**src/rtl/mux_rr_scheduler.sv**
```systemverilog
// Round-robin scheduler for an 8:1 registered mux: a prescaler paces service slots,
// and each slot grants the next requesting channel after the last one served.
module mux_rr_scheduler #(
    parameter int unsigned DIVISOR = 50_000_000,
    parameter int unsigned WIDTH   = 8
) (
    input  logic               clk_in,
    input  logic               reset_n,
    input  logic [7:0]         req,
    input  logic [8*WIDTH-1:0] data_in,
    input  logic               hold,
    output logic               tick,
    output logic [2:0]         sel,
    output logic [7:0]         grant,
    output logic [7:0]         ack,
    output logic [WIDTH-1:0]   data_out,
    output logic               valid,
    output logic               state_dbg
);

    typedef enum logic {ST_RUN = 1'b0, ST_FROZEN = 1'b1} state_t;

    localparam logic [26:0] LAST = 27'(DIVISOR - 1);

    state_t             state_q, state_d;
    logic [26:0]        cnt_q, cnt_d;
    logic               tick_q, tick_d;
    logic [2:0]         sel_q, sel_d;
    logic [7:0]         grant_q, grant_d;
    logic [7:0]         ack_q, ack_d;
    logic [WIDTH-1:0]   data_q, data_d;
    logic               valid_q, valid_d;

    logic               slot;
    logic               win_found;
    logic [2:0]         win_idx;
    logic [2:0]         cand;
    logic [7:0]         win_onehot;

    // Hold gates the slot edge directly so a hold of N cycles costs exactly N cycles;
    // the registered state mirrors hold for observation.
    assign slot = !hold && (cnt_q == LAST);

    // Search starts one past the last served channel; k=8 wraps back to sel itself.
    always_comb begin
        win_found = 1'b0;
        win_idx   = sel_q;
        cand      = sel_q;
        for (int k = 1; k <= 8; k++) begin
            cand = sel_q + 3'(k);
            if (!win_found && req[cand]) begin
                win_found = 1'b1;
                win_idx   = cand;
            end
        end
    end

    assign win_onehot = 8'b1 << win_idx;

    always_comb begin
        state_d = hold ? ST_FROZEN : ST_RUN;
        cnt_d   = cnt_q;
        tick_d  = 1'b0;
        valid_d = 1'b0;
        ack_d   = 8'h00;
        sel_d   = sel_q;
        grant_d = grant_q;
        data_d  = data_q;
        if (!hold) begin
            cnt_d = slot ? 27'd0 : cnt_q + 27'd1;
        end
        if (slot) begin
            tick_d  = 1'b1;
            grant_d = 8'h00;
            if (win_found) begin
                valid_d = 1'b1;
                ack_d   = win_onehot;
                grant_d = win_onehot;
                sel_d   = win_idx;
                data_d  = data_in[32'(win_idx)*WIDTH +: WIDTH];
            end
        end
    end

    always_ff @(posedge clk_in or negedge reset_n) begin
        if (!reset_n) begin
            state_q <= ST_RUN;
            cnt_q   <= 27'd0;
            tick_q  <= 1'b0;
            sel_q   <= 3'd7;
            grant_q <= 8'h00;
            ack_q   <= 8'h00;
            data_q  <= '0;
            valid_q <= 1'b0;
        end else begin
            state_q <= state_d;
            cnt_q   <= cnt_d;
            tick_q  <= tick_d;
            sel_q   <= sel_d;
            grant_q <= grant_d;
            ack_q   <= ack_d;
            data_q  <= data_d;
            valid_q <= valid_d;
        end
    end

    assign tick      = tick_q;
    assign sel       = sel_q;
    assign grant     = grant_q;
    assign ack       = ack_q;
    assign data_out  = data_q;
    assign valid     = valid_q;
    assign state_dbg = (state_q == ST_FROZEN);

endmodule

```
**config.mk**
```make
export PLATFORM = sky130hd
export DESIGN_NAME = mux_rr_scheduler
export DESIGN_NICKNAME = d
export VERILOG_FILES = /design/src/rtl/mux_rr_scheduler.sv
export SDC_FILE = /design/constraint.sdc
export NUM_CORES = 1
export LEC_CHECK = 0
export ABC_AREA = 1
export ABC_CLOCK_PERIOD_IN_PS = 3600
export CORE_ASPECT_RATIO = 0.5
export CORE_MARGIN = 4
export CORE_UTILIZATION = 45
export DETAILED_ROUTE_END_ITERATION = 12
export PLACE_DENSITY_LB_ADDON = 0.2
export SETUP_SLACK_MARGIN = 0.4
export SLEW_MARGIN = 20
export SYNTH_ARGS = -nofsm -noshare
export SYNTH_HDL_FRONTEND = slang
export SYNTH_SLANG_ARGS = --single-unit
```
**constraint.sdc**
```tcl
create_clock -name clk_in -period 3.6 [get_ports clk_in]
set_input_delay 0.36 -clock clk_in [delete_from_list [all_inputs] [get_ports clk_in]]
set_output_delay 0.36 -clock clk_in [all_outputs]
set_load 0.01 [all_outputs]
```
==> run metrics <==
Slew headroom 0.405; area growth from synthesis to layout 38.1%; setup TNS 0 ps; reg2reg setup slack ~590 ps; CP endpoint data_out[0]; Worst-path clk slew ~50 ps; HP Class in -> async; grt ovf 0; H-tree depth 3; I/O Buffers 104; initial antenna violation count 0; Power Dens Cells 366 nW/um^2; worst reg2reg path depth 18; FMAX roughly 0.33 GHz; layout cell share with drive strength beyond 1 0.102; Async SR Flop Fraction 1.00; Core Region 8830 sq um; fin nets ~830; Synth area leader dfrtp_1; post-synthesis cell type count 37; drt total wl about 12000 microns; Cells after Synth roughly 640; die area roughly 11000 sq um; CTS root buf clkbuf_16; first-pass GRT wire length between 20000 and 25000 microns; die height 75.9 microns; CP startpoint sel[0]; Post-Syn Area 4150 sq um; Routed Antenna Nets 0; fillers just over 800; Syn. warnings 0; TritonRoute pass-1 iters 5; Clock Skews 4.85 ps; EDFF count, synth 0; worst skew pair latency around 320 ps; worst flop-to-flop path endpoint data_out[0]; Post-synth top flop dfrtp_1; die width ~140 microns; # setup viols final 0; CP startpoint kind register; CP Capture Type register; Leak about 2.9 nW; Yosys top cell area share 0.325; # DRC 0; Worst path top cell family by delay simple AND/OR/NAND/NOR gates; Rows 24; minimum clock period roughly 3000 ps; Via Count between 4000 and 5000; clk buf depth 2; initial core utilization 0.470; Avg Vias per Cell a little over 5; DR iter-0 viols about 250; CP peak stage delay between 500 and 600 ps; Ports approximately 110; Mapped Nets a little over 700; fin crit share 0.835; Worst Max-Slew Pin Slew about 900 ps; pre-CTS worst setup slack ~200 ps; clk sink count 57; vias in the first global route ~4200; peak supply drop roughly 370 uV; Num CTS Buffers 9; most common cell after layout, fill and taps aside nand2_1; synthesized flop and latch total between 50 and 60; unrepaired setup endpoints after global routing false; Antenna Cells 0; Global Route Usage Sum 0.226; Synth Area per Inst ~6.5 sq um; critical path depth 18; Buf+Inv Stages, Crit Path 3; sequential fraction of the synthesis area 0.344; Fin. Hold Viols 0; Crit-path slowest cell dfstp_2; synth top area cells dfrtp_1 33%, nand2_1 22%, nand3_1 9.8%, inv_1 5.9%, nor2_1 3.7%; critical path cell sequence inv_4 > ha_4 > inv_4 > nand3_1 > nand3_2 > nand2_4 > nor2_8 > nand4_4 > nor2_4 > nand2_4 > nand2_1 > inv_2 > nand2_2 > nand2_8 > nand2_2 > nor2_1 > a21oi_1 > nand3_1; number of max-cap violations 0; final worst slack ~600 ps; critical path class reg -> reg; CP required approximately 3800 ps; critical path data arrival time about 3200 ps; CP Max Fanout 19; R2R Path Start sel[0]; routability cong. approximately 0.93; detailed placement HPWL between 9000 and 10000 microns; wire per inst approximately 14 microns; most frequent cells in the layout 243 x nand2_1, 103 x clkdlybuf4s50_1, 81 x nand3_1, 65 x inv_1, 54 x dfrtp_1; max-slew violations 0; CTS tree yes; Hold Buf Count CTS 0; largest net degree at the start of global routing 37; status completed
worst min-delay path by stage:
stage,endpoint,slack (ps),cells past startpoint
after floorplan,ack[0],60,0
after global placement,grant[7],470,2
after detailed placement,grant[7],470,2
after CTS,data_out[3],170,1
after global routing,data_out[6],220,1
final,data_out[3],160,1
stage by stage:
| stage | utilization | instances | power, mW | instance area, sq um | hold slack [ps] |
|---|---|---|---|---|---|
| after floorplan | - | 637 | 1.01 | 4150 | 64.4 |
| after global placement | 0.602 | 853 | 1.17 | 5320 | 467 |
| after detailed placement | 0.602 | 853 | 1.18 | 5320 | 474 |
| after CTS | 0.642 | 870 | 2.10 | 5660 | 175 |
| after global routing | 0.649 | 872 | 2.21 | 5730 | 218 |
| final | 0.649 | 872 | 2.10 | 5730 | 160 |
sequential cells by signal, indices dropped and copies added, names as in the netlist:
register   cells
sel            3
grant          8
ack            8
valid          1
cnt_q         27
state_dbg      1
tick           1
data_out       8
layout make-up:
cell class | instances | area, sq um | share of cell area
timing repair buffer | 118 | 1160 | 0.202
tap | 117 | 146 | 0.0255
clock buffer | 11 | 243 | 0.0423
sequential | 57 | 1430 | 0.249
clock inverter | 5 | 78.8 | 0.0137
multi-input combinational | 490 | 2390 | 0.418
inverter | 74 | 283 | 0.0493
Yosys cell counts (7+ instances only):
master     n
nand2_1  244
nand3_1   81
inv_1     65
dfrtp_1   54
nor2_1    41
o21ai_0   19
a21oi_1   17
nand2_2   13
nor3_1    12
nand4_1   10
nand3_2    8
inv_2      7
nor4_1     7
metal layers:
metal  GRT usage  wire length (microns)  vias up
li1            -                      -     2269
met1       0.292                   5370     1985
met2       0.373                   5910      132
met3      0.0654                    839       11
met4      0.0508                     78        0
met5           0                      0        -
power breakdown:
part	switching [mW]	leakage (nW)	total [mW]	internal [mW]
sequential	0.0516	0.699	0.746	0.694
combinational	0.249	2.05	0.443	0.194
clock	0.287	0.159	0.909	0.622
kinds of logic (layout without fill, tap and decap cells):
| family | after synthesis | in the layout | synth area share |
|---|---|---|---|
| flops | 57 | 57 | 0.344 |
| fa+ha+maj | 3 | 3 | 0.00904 |
| xor+xnor | 7 | 7 | 0.0148 |
| simple gates | 431 | 431 | 0.472 |
| buf+inv | 90 | 208 | 0.0910 |
| compound gates | 49 | 49 | 0.0684 |
repair_timing:
item / CTS / global route
resized for setup: 4 / 9
buffers inserted: 1 / 2
pin swaps: 0 / 2
endpoints found under the setup margin: 18 / 24
(Power assumes the default switching activity.)
